[config.mk]
export PLATFORM = sky130hd
export DESIGN_NAME = mips_alu
export DESIGN_NICKNAME = d
export VERILOG_FILES = /design/src/rtl/mips_alu.sv
export SDC_FILE = /design/constraint.sdc
export NUM_CORES = 1
export LEC_CHECK = 0
export BUFFER_PORTS_ARGS = -buffer_cell sky130_fd_sc_hd__buf_2
export CORE_MARGIN = 3
export CORE_UTILIZATION = 30
export DETAILED_ROUTE_END_ITERATION = 10
export PLACE_DENSITY = 0.59
export SYNTH_ARGS = -nofsm -noshare
export SYNTH_HDL_FRONTEND = slang
export SYNTH_SLANG_ARGS = --single-unit
export TNS_END_PERCENT = 10
[constraint.sdc]
create_clock -name vclk -period 6.4
set_input_delay 0 -clock vclk [all_inputs]
set_output_delay 0 -clock vclk [all_outputs]
set_load 0.005 [all_outputs]
[src/rtl/mips_alu.sv]
// MIPS-style ALU (AND/OR/ADD/SUB/SLT/SLTU plus inverted-B logic ops) with carry, overflow and zero flags.
// Define ALU_OUTREG_EN to register all outputs (1-cycle latency); otherwise purely combinational.
module mips_alu #(
   parameter int LOGWIDTH = 5,
   localparam int W = 2**LOGWIDTH
) (
   input  logic         clk,
   input  logic         reset,
   input  logic [W-1:0] A,
   input  logic [W-1:0] B,
   input  logic [2:0]   F,
   output logic [W-1:0] Y,
   output logic         Cout,
   output logic         Oflow,
   output logic         Zero
);

   logic         sub;
   logic [W-1:0] bb;
   logic [W-1:0] s;
   logic         c;
   logic         ov;
   logic [W-1:0] res;
   logic         rescout;
   logic         resov;
   logic         reszero;

   // SLTU (011) shares the adder in subtract mode, so c doubles as c' there.
   assign sub      = F[2] | (F[1] & F[0]);
   assign bb       = sub ? ~B : B;
   assign {c, s}   = {1'b0, A} + {1'b0, bb} + {{W{1'b0}}, sub};
   assign ov       = (A[W-1] == bb[W-1]) && (s[W-1] != A[W-1]);

   always_comb begin
      res     = '0;
      rescout = 1'b0;
      resov   = 1'b0;
      case (F)
         3'b000: res = A & B;
         3'b001: res = A | B;
         3'b010: begin
            res     = s;
            rescout = c;
            resov   = ov;
         end
         3'b011: begin
            res     = {{(W-1){1'b0}}, ~c};
            rescout = c;
         end
         3'b100: res = A & ~B;
         3'b101: res = A | ~B;
         3'b110: begin
            res     = s;
            rescout = c;
            resov   = ov;
         end
         3'b111: begin
            res     = {{(W-1){1'b0}}, s[W-1] ^ ov};
            rescout = c;
            resov   = ov;
         end
      endcase
   end

   assign reszero = ~|res;

`ifdef ALU_OUTREG_EN
   // Reset takes priority; Zero is taken from the same next-state result as Y.
   always_ff @(posedge clk) begin
      if (!reset) begin
         Y     <= '0;
         Cout  <= 1'b0;
         Oflow <= 1'b0;
         Zero  <= 1'b1;
      end else begin
         Y     <= res;
         Cout  <= rescout;
         Oflow <= resov;
         Zero  <= reszero;
      end
   end
`else
   logic unused;
   assign unused = clk ^ reset;

   assign Y     = res;
   assign Cout  = rescout;
   assign Oflow = resov;
   assign Zero  = reszero;
`endif

endmodule

# == Word-level counts from Yosys, hierarchy flattened ==
# Cells that the tools add are included.
# totals
register_bits,0
latch_bits,0
ram_bits,0
romBits,0
output_inout_bits,35
elab_cells,31
n_memories,0
# classes
addsub,2
multipliers,0
div,0
order_cmp,0
n_eq_ne,9
shifts,0
mux,4
bitwise_logic,9
reduce_logical,7
# op_table
cell,n
$pmux 32 s7,1
$and 32x32->32,2
$or 32x32->32,2
$add 32x32->33,1
$add 33x1->33,1
$mux 32,1
$not 32->32,1
$reduce_or 32->1,1
$eq 3x3->1 const B,4
$eq 3x2->1 const B,2
$reduce_or 4->1,1
$eq 3x1->1 const B,1
$logic_not 3->1,1
$reduce_or 3->1,1
$mux 1,2
$reduce_or 2->1,1
$and 1x1->1,1
$eq 1x1->1,1
$logic_and 1x1->1,1
$logic_not 1->1,1
$ne 1x1->1,1
$not 1->1,1
$or 1x1->1,1
$xor 1x1->1,1

# == Depth between registers and ports, before layout ==
# Gate-level depths: netlist of run 1.
# depth
word_depth,11
ltp_mapped,18
ltp_nobuf,13

# == Worst setup path before layout of run 1 ==
# Ideal clock, no wire load.
# synth_timing
path_type,input -> output
start,input port F[2]
end,output port Zero
arrival_time_ps,4112
slack_ps,2288
path_stages,18
n_path_buf,6
cell_sequence,buf_2 buf_4 buf_1 buf_2 a21oi_1 clkbuf_1 xnor2_1 ha_1 buf_6 a21o_1 a21o_1 a221o_1 or3_1 a211o_1 nor4_1 nor4b_2 nand4_1 nor2_1
# synth_between
word_cells_on_any_way,21
# synth_lines
item,line_no,text
from (decl),11,"input logic [2:0] F,"
$or 1x1->1,29,assign sub = F[2] | (F[1] & F[0]);
$mux 32,30,assign bb = sub ? ~B : B;
$add 32x32->33,31,"assign {c, s} = {1'b0, A} + {1'b0, bb} + {{W{1'b0}}, sub};"
$add 33x1->33,31,
$pmux 32 s7 (*),38,case (F)
via Y[22],12,"output logic [W-1:0] Y,"
$reduce_or 32->1 (*),65,assign reszero = ~|res;
$logic_not 1->1 (*),65,
to (decl),15,output logic Zero
# Mark *: on every way through the listed nets, which the timed path passes. The rest lies on a longest branch.

# == Worst setup path after layout of run 1 ==
# layout_timing
start,input port F[1]
end,output port Zero
# layout_between
elab_chain_cells,11
word_cells_on_any_way,22
# layout_rtl
item,line_no,text
$and 1x1->1,29,
$or 1x1->1,29,
$mux 32,30,
$add 32x32->33,31,
$add 33x1->33,31,
$ne 1x1->1,32,assign ov = (A[W-1] == bb[W-1]) && (s[W-1] != A[W-1]);
$logic_and 1x1->1,32,
$xor 1x1->1,58,"res = {{(W-1){1'b0}}, s[W-1] ^ ov};"
$pmux 32 s7 (*),38,
$reduce_or 32->1 (*),65,
$logic_not 1->1 (*),65,
# Mark *: on every way between the ends. The rest lies on a longest branch, timed or not.

==> results.cfg, run 1 <==
[logic_synthesis]
synth.cell_area_um2 = 3690
ys_seq_area_share_pct = 0
yosysWarnings = 0
synth_xor_area_share_pct = 17.6
synth_fp_nets = 633
syn_avg_cell_area_um2 = 6.97
muxShareOfSynthArea_pct = 0.815
synthAdderAreaFrac_pct = 19.4
synthSimpleGateAreaFrac_pct = 23.4
postSynthCellCount = 529
synth_compound_gate_area_share_pct = 34.0
ys_types = 71
synth_top_family_by_area = compound AO/OA/AOI/OAI gates

[worst_setup_path]
critical_path_buf_inv_count = 3
cp_slowest_stage_delay_ps = 920
crit_chain = buf_2, a21oi_4, xnor2_1, inv_1, fa_1, nand2b_1, a21o_1, a211oi_2, o21ai_1, a311oi_1, nand4bb_1, nor4b_2, nand4_1, nor2_1, buf_2
worstPathArrival_ps = 4530
crit_path_start = F[1]
critPathMaxFanout = 23
worst_path_max_delay_cell = a21oi_4
crit_family = compound AO/OA/AOI/OAI gates
worstSetupPathType = input pin to output port
critPathLaunchType = input pin
endpoint_kind = output port
critPathMostFrequentCell = buf_2
crit_required_ps = 6400

[grt]
track_usage_pct = 19.8
overflow = 0
antenna_found_initial = 0
grt_pass1_vias = 4161
grt_first_pass_wirelength_mm = 22.0
grt_max_degree = 43

[routing]
firstDrtPassIters = 5
drtAntennaViolNets = 0
route.detailed.drc = 0
wl_per_cell_um = 18.9
routed_via_density = 5.82
first_iter_violations = 260
wirelength_mm = 14.1
vias = 4345

[placement]
place_inst = 746
hpwl_mm = 11.2
place_congestion = 0.905
port_buffers = 102

[final_layout]
fillers = 1256
multi_input_area_um2 = 3520
clkbuf_count = 0
drive_above_1_share_pct = 19.9
register_area_um2 = 0
n_antenna_cell = 0
stdcell_count = 746
design.seq.count = 0
fin_nets = 709
area_delta_synth_final_pct = 16.4

[clock_network]
postCtsSetupRepairBufs = 0
post_cts_resized = 0
cts_hold_buf = 0

[die]
fp-row-count = 39
io_pins = 104
initial_utilization_pct = 31.5
die_y_um = 117
dieArea_um2 = 13700
die_w_um = 117
core_area_um2 = 11700

[sta]
setup_viol = 0
worst_pin_slew_ps = 1130
fin_crit_ps = 4530
rsz0062_at_grt = no
setup_tns_ps = 0
worst_slew_margin_rel_pct = 24.4
max_freq_ghz = 0.221
maxSlewViolCount = 0
finalHoldViolCount = 0
period_share_pct = 70.7

[power]
ir_drop_v = 0.0000454
powerDensity_nw_per_um2 = 133
power.leakage_nw = 1.78

[hold_path]
hold_path.class = input pin to output port
hp-start = A[4]

[outcome]
outcome = finished clean

[flow_run]
maxCapViolations = 0
[final timing paths]
check / cells past startpoint / to / slack, ps
setup / recovery: 15 / Zero / 1870
hold / removal: 4 / Y[4] / 440
[routing by layer]
metal | up-vias | global-route usage (%) | wire length, um
li1 | 2162 | - | -
met5 | - | 0 | 0
met3 | 6 | 1.29 | 652
met4 | 0 | 0.917 | 63
met1 | 2069 | 29.4 | 6810
met2 | 108 | 33.1 | 6580
[synthesized netlist by cell type (3+ instances only)]
cell        n  share of area (%)
nand2_1    47                4.8
a21oi_1    41                5.6
xnor2_1    40                9.5
ha_1       34                 12
xor2_1     34                8.1
nor2_1     32                3.3
maj3_1     27                7.3
clkbuf_1   26                2.6
o21ai_0    20                2.7
a21o_1     15                3.1
nand3_1    15                2.0
o211ai_1   15                3.1
nand4_1    12                2.0
nor3_1     12                1.6
a211oi_1    9                1.8
inv_1       9               0.92
o21ai_1     8                1.1
and3_1      7                1.2
nand2b_1    7                1.2
o21a_1      7                1.4
o31ai_1     7                1.4
a221oi_1    6                1.4
or3_1       6                1.0
nor2b_1     5               0.85
o22ai_1     5               0.85
a211o_1     4               0.95
a22o_1      4               0.95
and2_1      4               0.68
o311a_1     4                1.1
or4_1       4               0.81
and4_1      3               0.71
buf_1       3               0.31
mux2i_1     3               0.81
o2111ai_1   3               0.71
o21bai_1    3               0.61
o311ai_1    3               0.71
[through the flow]
stage | worst slack, ps | util [%] | power, mW | hold WS, ps | cell area [um2]
after floorplan | 2290 | - | 0.389 | 161 | 3690
after global placement | 1970 | 36.6 | 0.560 | 413 | 4290
after detailed placement | 1910 | 36.6 | 0.563 | 433 | 4290
after CTS | 1890 | 36.6 | 0.567 | 432 | 4290
after global routing | 1600 | 36.6 | 0.629 | 479 | 4290
final | 1870 | 36.6 | 0.570 | 445 | 4290
[layout by cell type (no fill, tap or decap), types with 5 or more instances in the layout]
cell / Yosys / routed
buf_2: 2 / 102
nand2_1: 47 / 47
xnor2_1: 40 / 40
a21oi_1: 41 / 40
xor2_1: 34 / 34
ha_1: 34 / 34
nor2_1: 32 / 32
maj3_1: 27 / 27
o21ai_0: 20 / 20
a21o_1: 15 / 15
nand3_1: 15 / 15
o211ai_1: 15 / 15
nand4_1: 12 / 12
nor3_1: 12 / 12
inv_1: 9 / 9
a211oi_1: 9 / 9
o21ai_1: 8 / 8
o31ai_1: 7 / 7
nand2b_1: 7 / 7
o21a_1: 7 / 7
and3_1: 7 / 7
a221oi_1: 6 / 6
or3_1: 6 / 6
buf_4: 2 / 6
o22ai_1: 5 / 5
[power by group]
group,switching (mW),leakage [nW],internal (mW),total [mW]
registers,0,0,0,0
clock network,0,0,0,0
logic,0.341,1.78,0.229,0.570
[cells by family (layout without fill, tap and decap cells)]
family	count (synthesis)	count (layout)
buffers and inverters	43	117
adder cells (fa/ha/maj)	62	62
XOR/XNOR	74	74
multiplexers	3	3
AND/OR/NAND/NOR	167	167
AO/OA/AOI/OAI	180	180
[final cells by class]
class / count / area share (%)
inverters: 9 / 0.788
multi-input cells: 486 / 82.1
well taps: 143 / 4.17
repair buffers: 108 / 13.0
[tightest hold or removal path, stage by stage]
cell and delay (ps):
buf_2 110, nand3_1 90, o211ai_1 120, buf_2 130
No activity file was read; power rests on OpenSTA's default activity.
==> inputs of run 2 (changes only) <==
clock period = 4.6 ns   (was 6.4 ns; I/O delays follow)
==> results.cfg, run 2 (same netlist as run 1, synthesis figures left out) <==
[outcome]
outcome = finished clean

[sta]
rsz0062_at_grt = no
hold_slack_ps = 408
worst_pin_slew_ps = 929
worst_slack_ps = 596
maxSlewViolCount = 0
finalHoldViolCount = 0
period_share_pct = 87.0
setup_viol = 0
worst_slew_margin_rel_pct = 37.8
setup_tns_ps = 0
max_freq_ghz = 0.250
fin_crit_ps = 4000

[power]
p_seq_share_pct = 0
powerDensity_nw_per_um2 = 185
pwr-share-comb_pct = 100.0
switchingPower_mw = 0.479
p_total_mw = 0.800
power.leakage_nw = 1.80
ir_drop_v = 0.0000643
switching_share_pct = 59.8
p_int_mw = 0.321
clock_power_share_pct = 0

[routing]
vias = 4383
wirelength_mm = 14.2
route.detailed.drc = 0
wl_per_cell_um = 18.9
drtAntennaViolNets = 0
routed_via_density = 5.85
first_iter_violations = 278
firstDrtPassIters = 4

[placement]
dpl-instance-area_um2 = 4320
place_ws_ps = 642
place_inst = 749
place_congestion = 0.932
hpwl_mm = 11.6
port_buffers = 102

[final_layout]
n_antenna_cell = 0
layout_commonest_cell = buf_2
design.seq.count = 0
fin_nets = 712
fillers = 1315
register_area_um2 = 0
clkbuf_count = 0
stdcell_count = 749
utilization_pct = 36.9
layout_common_cells = buf_2, nand2_1, xnor2_1, a21oi_1
drive_above_1_share_pct = 20.3
final_cell_area_um2 = 4320
area_delta_synth_final_pct = 17.3

[worst_setup_path]
critPathMostFrequentCell = buf_2
critPathMaxFanout = 17
crit_family = compound AO/OA/AOI/OAI gates
worst_path_max_delay_cell = a221o_1
crit_chain = buf_2, a21oi_4, buf_12, xnor2_1, ha_1, a21oi_2, o21ai_0, a221o_1, or3_1, a211o_1, nor4_1, nor4b_2, nand4_1, nor2_1, buf_2
cp_slowest_stage_delay_ps = 470
critical_path_buf_inv_count = 3
crit_required_ps = 4600
worstPathArrival_ps = 4000
endpoint_kind = output port
worstSetupPathType = input pin to output port
critPathLaunchType = input pin
crit_path_start = F[0]

[die]
fp-row-count = 39
core_area_um2 = 11700
initial_utilization_pct = 31.5
io_pins = 104
die_w_um = 117
dieArea_um2 = 13700
die_y_um = 117

[grt]
grt_max_degree = 42
grt_pass1_vias = 4152
antenna_found_initial = 0
grt_first_pass_wirelength_mm = 22.1
overflow = 0
track_usage_pct = 20.0

[hold_path]
hold_path.class = input pin to output port
hp-start = A[4]

[clock_network]
postCtsSetupRepairBufs = 0
post_cts_resized = 0
cts_hold_buf = 0

[flow_run]
maxCapViolations = 0
[run 2: changes by cell type in the layout (fill, tap and decap cells not counted)]
cell    change
buf_4       +2
buf_12      +1
[run 2: path summary, 6_finish.rpt]
kind | end | depth (start not counted)
worst max-delay path | Zero | 15
worst min-delay path | Y[4] | 4
[run 2: power groups by stage]
stage / sequential, mW / combinational, mW / clock, mW
floorplan: 0 / 0.542 / 0
global placement: 0 / 0.788 / 0
detailed placement: 0 / 0.790 / 0
CTS: 0 / 0.794 / 0
global route: 0 / 0.881 / 0
finish: 0 / 0.800 / 0
[run 2: layout make-up]
class / instances / area [um2] / area share [%]
well taps: 143 / 179 / 4.14
inverters: 9 / 33.8 / 0.781
multi-input cells: 486 / 3520 / 81.4
repair buffers: 111 / 591 / 13.7
[run 2: per-layer routing]
metal | GRT usage, % | part of all wire (%) | vias up
met3 | 0.874 | 4.4 | 8
met1 | 29.5 | 48 | 2069
met4 | 1.22 | 0.55 | 0
met5 | 0 | 0 | -
li1 | - | - | 2173
met2 | 33.7 | 47 | 133
==> inputs of run 3 (changes only) <==
ABC_AREA = 1   (was default)
PLACE_DENSITY = 0.58   (was 0.59)
==> results.cfg, run 3 <==
[outcome]
outcome = finished clean

[logic_synthesis]
synth_fp_nets = 898
synth_compound_gate_area_share_pct = 16.3
synth_top_area_share_pct = 24.1
synth.cell_area_um2 = 4040
yosysWarnings = 0
postSynthCellCount = 794
netlist_top_cells_count = nand2_1, inv_1, nor2_1, nand3_1, a21oi_1
syn_avg_cell_area_um2 = 5.09
synth_top_family_by_area = simple AND/OR/NAND/NOR gates
synthAdderAreaFrac_pct = 12.0
muxShareOfSynthArea_pct = 0
yosysTopAreaCell = nand2_1
synthSimpleGateAreaFrac_pct = 45.0
synth_area_leaders = nand2_1, inv_1, ha_1
ys_types = 34
synth_xor_area_share_pct = 12.6
yosysMostFrequentCell = nand2_1
ys_seq_area_share_pct = 0

[placement]
hpwl_mm = 12.8
place_congestion = 0.922
dpl-instance-area_um2 = 4740
port_buffers = 102

[power]
power.leakage_nw = 2.65
p_total_mw = 0.789
powerDensity_nw_per_um2 = 166
ir_drop_v = 0.0000798

[grt]
grt_first_pass_wirelength_mm = 24.4
track_usage_pct = 20.0
overflow = 0
antenna_found_initial = 0
grt_pass1_vias = 4842
grt_max_degree = 30

[final_layout]
layout_common_cells = nand2_1, inv_1, buf_2, nor2_1, nand3_1
n_antenna_cell = 0
area_delta_synth_final_pct = 17.3
fin_nets = 992
register_area_um2 = 0
layout_commonest_cell = nand2_1
drive_above_1_share_pct = 13.7
design.seq.count = 0
final_cell_area_um2 = 4740
fillers = 1557
clkbuf_count = 0

[worst_setup_path]
worstPathArrival_ps = 3290
critPathMostFrequentCell = nand2_1
worst_path_max_delay_cell = buf_2
crit_chain = buf_2, nor2_4, buf_4, xnor2_1, ha_1, nand2_2, nor2_1, nand3_1, nand2_2, nand2_1, nand2_2, nand2_1, nand2_1, nand2_1, nand3_1, nand2_1, nor2_1, nand2_1, nor2_1, nand3_1, nor2_1, buf_2
worstSetupPathType = input pin to output port
critPathMaxFanout = 22
endpoint_kind = output port
critPathLaunchType = input pin
crit_required_ps = 4600
cp_slowest_stage_delay_ps = 440

[hold_path]
hold_path.class = input pin to output port

[sta]
max_freq_ghz = 0.304
rsz0062_at_grt = no
setup_viol = 0
hold_slack_ps = 357
worst_slew_margin_rel_pct = 52.8
fin_crit_ps = 3290
period_share_pct = 71.5
setup_tns_ps = 0
finalHoldViolCount = 0
worst_pin_slew_ps = 707
maxSlewViolCount = 0

[clock_network]
post_cts_resized = 0
postCtsSetupRepairBufs = 0
cts_hold_buf = 0

[routing]
firstDrtPassIters = 5
first_iter_violations = 357
wl_per_cell_um = 14.3
wirelength_mm = 15.2
route.detailed.drc = 0
vias = 5229
drtAntennaViolNets = 0
routed_via_density = 4.94

[die]
initial_utilization_pct = 31.4
io_pins = 104
core_area_um2 = 12900
dieArea_um2 = 14900
die_y_um = 122
die_w_um = 122
fp-row-count = 41

[flow_run]
maxCapViolations = 0
run 3: path summary, 6_finish.rpt:
kind / start / end / slack (ps) / cells after the start
worst max-delay path: F[2] / Zero / 1310 / 22
worst min-delay path: A[12] / Y[12] / 360 / 4
run 3: per-layer routing:
| layer | track usage [%] | share of wire, % |
|---|---|---|
| met5 | 0 | 0 |
| met4 | 1.68 | 1.1 |
| met1 | 30.6 | 50 |
| met2 | 32.4 | 42 |
| met3 | 0.464 | 6.1 |
run 3: through the flow:
stage | utilization [%] | setup WS (ps) | std cells
after CTS | 36.8 | 1360 | 1058
after floorplan | - | 1930 | 794
final | 36.8 | 1310 | 1058
after global placement | 36.8 | 1370 | 1058
after global routing | 36.8 | 1020 | 1058
after detailed placement | 36.8 | 1370 | 1058
run 3: power by group:
group          switching [mW]  total (mW)  internal [mW]
logic                   0.502       0.789          0.286
registers                   0           0              0
clock network               0           0              0
total                   0.502       0.789          0.286
run 3: layout make-up:
type               instances  area (um2)  area share [%]
well taps                172         215            4.54
inverters                126         473            9.98
multi-input cells        650        3480            73.4
repair buffers           110         571            12.0
run 3: critical path: cells and delay by family:
| kind | cells | cell delay [ps] |
|---|---|---|
| xor+xnor | 1 | 160 |
| fa+ha+maj | 1 | 380 |
| buf+inv | 3 | 810 |
| simple gates | 17 | 1950 |
run 3: kinds of logic (layout without fill, tap and decap cells):
logic type,after synthesis,in the layout
simple gates,436,436
buf+inv,144,236
compound gates,117,117
xor+xnor,58,58
fa+ha+maj,39,39
